### src/rtl/btn_press_conditioner.sv
// Button input stage: 2-flop synchroniser, per-bit debounce, press pulses,
// one-deep per-button press queue and a valid/ready event port.
module btn_press_conditioner #(
  parameter int unsigned N_BTN           = 4,
  parameter int unsigned DEBOUNCE_CYCLES = 16,
  parameter int unsigned IDX_W           = 2
) (
  input  logic             osc_clk,
  input  logic             reset_n,
  input  logic [N_BTN-1:0] btn,
  output logic [N_BTN-1:0] btn_level,
  output logic [N_BTN-1:0] press_pulse,
  output logic             press_valid,
  output logic [IDX_W-1:0] press_idx,
  input  logic             press_ready,
  output logic             overrun
);

  localparam int unsigned     CNT_W   = $clog2(DEBOUNCE_CYCLES);
  localparam logic [CNT_W-1:0] CNT_MAX = CNT_W'(DEBOUNCE_CYCLES - 1);

  localparam logic [0:0] IDLE = 1'b0;
  localparam logic [0:0] HOLD = 1'b1;

  logic [N_BTN-1:0] sync1;
  logic [N_BTN-1:0] sync2;
  logic [CNT_W-1:0] cnt [N_BTN];
  logic [N_BTN-1:0] level_d;
  logic [N_BTN-1:0] pending;
  logic [N_BTN-1:0] rise;

  logic [0:0]       state;
  logic [0:0]       state_next;
  logic             valid_next;
  logic [IDX_W-1:0] idx_next;
  logic [N_BTN-1:0] clr;
  logic [N_BTN-1:0] pending_next;
  logic             overrun_next;

  logic [IDX_W-1:0] sel_idx;
  logic [N_BTN-1:0] sel_mask;

  // Two-stage synchroniser for the raw asynchronous buttons
  always_ff @(posedge osc_clk) begin
    if (reset_n) begin
      sync1 <= '0;
      sync2 <= '0;
    end else begin
      sync1 <= btn;
      sync2 <= sync1;
    end
  end

  // Debounce: accept a new level only after DEBOUNCE_CYCLES consecutive differing samples
  always_ff @(posedge osc_clk) begin
    if (reset_n) begin
      btn_level <= '0;
      for (int i = 0; i < int'(N_BTN); i++) cnt[i] <= '0;
    end else begin
      for (int i = 0; i < int'(N_BTN); i++) begin
        if (sync2[i] == btn_level[i]) begin
          cnt[i] <= '0;
        end else if (cnt[i] == CNT_MAX) begin
          btn_level[i] <= sync2[i];
          cnt[i]       <= '0;
        end else begin
          cnt[i] <= cnt[i] + CNT_W'(1);
        end
      end
    end
  end

  assign rise = btn_level & ~level_d;

  // Lowest pending index wins
  always_comb begin
    sel_idx = '0;
    for (int i = int'(N_BTN) - 1; i >= 0; i--) begin
      if (pending[i]) sel_idx = IDX_W'(i);
    end
    sel_mask = N_BTN'(1) << sel_idx;
  end

  // Event port next-state; a pulse landing on a bit being handed out re-arms it
  always_comb begin
    state_next = state;
    valid_next = 1'b0;
    idx_next   = press_idx;
    clr        = '0;
    case (state)
      IDLE: begin
        if (|pending) begin
          state_next = HOLD;
          valid_next = 1'b1;
          idx_next   = sel_idx;
          clr        = sel_mask;
        end
      end
      HOLD: begin
        valid_next = 1'b1;
        if (press_ready) begin
          state_next = IDLE;
          valid_next = 1'b0;
        end
      end
      default: state_next = IDLE;
    endcase
    overrun_next = |(rise & pending & ~clr);
    pending_next = (pending & ~clr) | rise;
  end

  always_ff @(posedge osc_clk) begin
    if (reset_n) begin
      state       <= IDLE;
      press_valid <= 1'b0;
      press_idx   <= '0;
      pending     <= '0;
      overrun     <= 1'b0;
      press_pulse <= '0;
      level_d     <= '0;
    end else begin
      state       <= state_next;
      press_valid <= valid_next;
      press_idx   <= idx_next;
      pending     <= pending_next;
      overrun     <= overrun_next;
      press_pulse <= rise;
      level_d     <= btn_level;
    end
  end

endmodule

### config.mk
export PLATFORM = sky130hd
export DESIGN_NAME = btn_press_conditioner
export DESIGN_NICKNAME = d
export VERILOG_FILES = /design/src/rtl/btn_press_conditioner.sv
export SDC_FILE = /design/constraint.sdc
export NUM_CORES = 1
export LEC_CHECK = 0
export ABC_AREA = 1
export BUFFER_PORTS_ARGS = -buffer_cell sky130_fd_sc_hd__buf_2
export CAP_MARGIN = 30
export CORE_UTILIZATION = 56
export CTS_CLUSTER_SIZE = 28
export DETAILED_ROUTE_END_ITERATION = 10
export GPL_ROUTABILITY_DRIVEN = 0
export GPL_TIMING_DRIVEN = 1
export PLACE_DENSITY = 0.77
export REMOVE_ABC_BUFFERS = 1
export SLEW_MARGIN = 20
export SYNTH_ARGS = -nofsm -noshare
export SYNTH_HDL_FRONTEND = slang
export SYNTH_SLANG_ARGS = --single-unit
### constraint.sdc
create_clock -name osc_clk -period 1.52 [get_ports osc_clk]
set_input_delay 0.228 -clock osc_clk [delete_from_list [all_inputs] [get_ports osc_clk]]
set_output_delay 0.228 -clock osc_clk [all_outputs]
set_load 0.02 [all_outputs]
==> run metrics <==
outcome=finished with violations; failing checks=DRC; Netlist cell types=22; Skew-Pair Late Insertion Delay=0.36 ns; R2R depth=6; WL final=roughly 2500 um; area leader, netlist=dfxtp_1; DP HPWL=between 1500 and 2000 um; # hold bufs at CTS=0; main flop type after synthesis=dfxtp_1; routed vias/inst=just under 5; non-filler cells, final=roughly 250; Worst Skew=between 0.01 and 0.015 ns; dpl cells=239; clock-pin slew on the worst setup and hold paths=approximately 0.12 ns; GR Layer Usage met1=between 10% and 20%; CP Cell Sequence=ha_1 > nand2_1 > inv_1 > nand2_1 > nand3_1 > nor3_2; Final nets=approximately 230; final hold vios=0; crit path from=cnt[3][0]; Setup TNS=0 ns; Worst Path Arrival=1.58 ns; die area=around 0.0033 mm^2; startpoint types=register; pwr dens=between 900 and 1000 mW/mm^2; Max FO, Critical Path=4; WL/cell=10.2 um; worst endpoint required time=1.73 ns; first-pass GRT wire length=around 4100 um; slowest CP cell=edfxtp_1; initial core utilization=between 60 and 70%; Num CTS Buffers=5; first drt pass iteration count=7; row count=19; met3 Use GR=7.03%; grt total ovfl=0; Achievable Freq=just over 700 MHz; CTS tree=built; Syn Area/Cell=a little under 10 um^2; number of flops mapped to enable cells by yosys=16; CTS root buffer=clkbuf_4; minimum clock period=between 1 and 1.5 ns; largest net degree at the start of global routing=17; Ant. Diodes=0; Resize count post-CTS=0; post-route antenna net violation count=0; gr usage total=16.9%; Core ar.=approximately 0.0028 mm^2; Hold Path Class=in2reg; CTS Buffer Depth=2; residual DRC count=4; Synth top area share=about a third; hold path cells=3; GR met2 Demand/Resource=between 20% and 30%; endpoints failing setup=0; sequential cell area=0.00104 mm^2; Largest stage delay, worst path=between 0.4 and 0.5 ns; Tcrit/Tclk final=between 90% and 100%; H-tree lvl count=2; Sink Count=44; maxcap violations=0; Port Buf Inserts=18; DRT iter0 DRCs=24; reg2reg end=cnt[3][2]; # fillers=239; Chip Height=approximately 57 um; Synth async-reset ratio=0%; busiest grt layer=met2; Crit. End Element=register; FF-to-FF setup slack=0.15 ns; R2R Path Start=cnt[3][0]; Worst Hold Launch=btn[0]; I/O Pins=19; total number of vias=around 1,200; CP top delay family=simple AND/OR/NAND/NOR gates; post-synthesis cell area=about 0.0017 mm^2; synth-to-layout area growth=14.0%; leak pwr=between 0.0008 and 0.0009 uW; Syn Inst Count=177; register area share after synthesis=a little over 60%; Yosys reg bits=44; top post-synthesis cells by area=dfxtp_1, edfxtp_1, nor2_1; Multi-input gate area=approximately 620 um^2; Slew Viols, Final=0; yosys warns=0; vias in the first global route=~1,100; worst setup path class=reg2reg; Worst VDD drop=slightly below 0.7 mV; antenna violations before repair=0; Worst Hold End=sync1[0]; Post-CTS Setup Repair Bufs=0; Buf/Inv on CP=1; RSZ-0062 raised after global routing=no; Die W=around 57 um; Most Frequent Cell on Critical Path=nand2_1; share of cells above drive strength 1=approximately 16%
[worst min-delay path, delay by kind of cell]
kind / cells / cell delay (ns)
buffers and inverters: 2 / 0.13
and+or+nand+nor: 1 / 0.03
[power by group]
group,switching [uW],internal [uW],total (uW)
Sequential,21.6,1250,1270
Combinational,56.0,34.4,90.4
Clock,359,227,585
[worst max path at each step]
stage,end,cells after the start
global placement,cnt[3][2],6
finish,cnt[3][2],6
global route,cnt[3][0],6
floorplan,cnt[3][2],6
detailed placement,cnt[3][2],6
CTS,cnt[3][2],6
[cells by family (layout without fill, tap and decap cells)]
logic type	after synthesis	after routing	share of synthesized area (%)
buffers and inverters	27	51	6.14
and+or+nand+nor	70	70	18.3
xor gates and xnor gates	8	8	4.10
adders and majority gates	4	4	2.93
DFF	44	44	60.9
AOI/OAI and AO/OA	23	23	7.46
other	1	16	0.219
[Yosys cell counts (3+ instances only)]
cell type  number
nand2_1        12
inv_2           4
inv_1          20
nand3_1        13
xnor2_1         3
xor2_1          5
ha_1            4
buf_2           3
o211ai_1        3
o21ai_0         4
edfxtp_1       16
nor2_1         37
dfxtp_1        28
a21oi_1        14
[placed cells by master (no fill, tap or decap), types with 3 or more instances in the layout]
master	netlist	final
dfxtp_1	28	28
conb_1	1	16
inv_1	20	20
o211ai_1	3	3
nand3_1	13	13
nand2_1	12	12
xor2_1	5	5
edfxtp_1	16	16
xnor2_1	3	3
nor2_1	37	37
o21ai_0	4	4
clkbuf_4	0	5
a21oi_1	14	14
ha_1	4	4
inv_2	4	4
buf_2	3	18
[layer usage]
metal | routed length, um | share of wire, % | vias up
met3 | 125 | 5.0 | 6
met5 | 0 | 0 | -
met4 | 46 | 1.8 | 0
met2 | 1190 | 47 | 24
li1 | - | - | 629
met1 | 1160 | 46 | 543
[through the flow]
stage	instance area, um^2	hold slack [ns]	utilization [%]	worst slack, ns	total power (uW)
final	1950	0.0717	69.0	0.145	1950
after global routing	1950	0.0472	69.0	0.0808	2030
after CTS	1950	0.0536	69.0	0.157	1980
after detailed placement	1890	0.394	66.7	0.189	1390
after global placement	1890	0.392	66.7	0.302	1390
after floorplan	1750	0.297	-	0.343	1360
[final cells by class]
| cell class | instances | area share, % |
|---|---|---|
| Sequential cell | 44 | 53.4 |
| Clock inverter | 1 | 0.385 |
| Clock buffer | 7 | 2.82 |
| Multi-Input combinational cell | 121 | 31.8 |
| Tap cell | 31 | 1.99 |
| Inverter | 24 | 4.62 |
| Timing Repair Buffer | 19 | 5.00 |
[registers in the layout (all words and copies together), names as in the netlist]
name         cells
btn_level        4
cnt             16
level_d          4
overrun          1
pending          4
press_idx        2
press_pulse      4
state            1
sync1            4
sync2            4
Note: power is estimated with default switching activity, not from simulation.
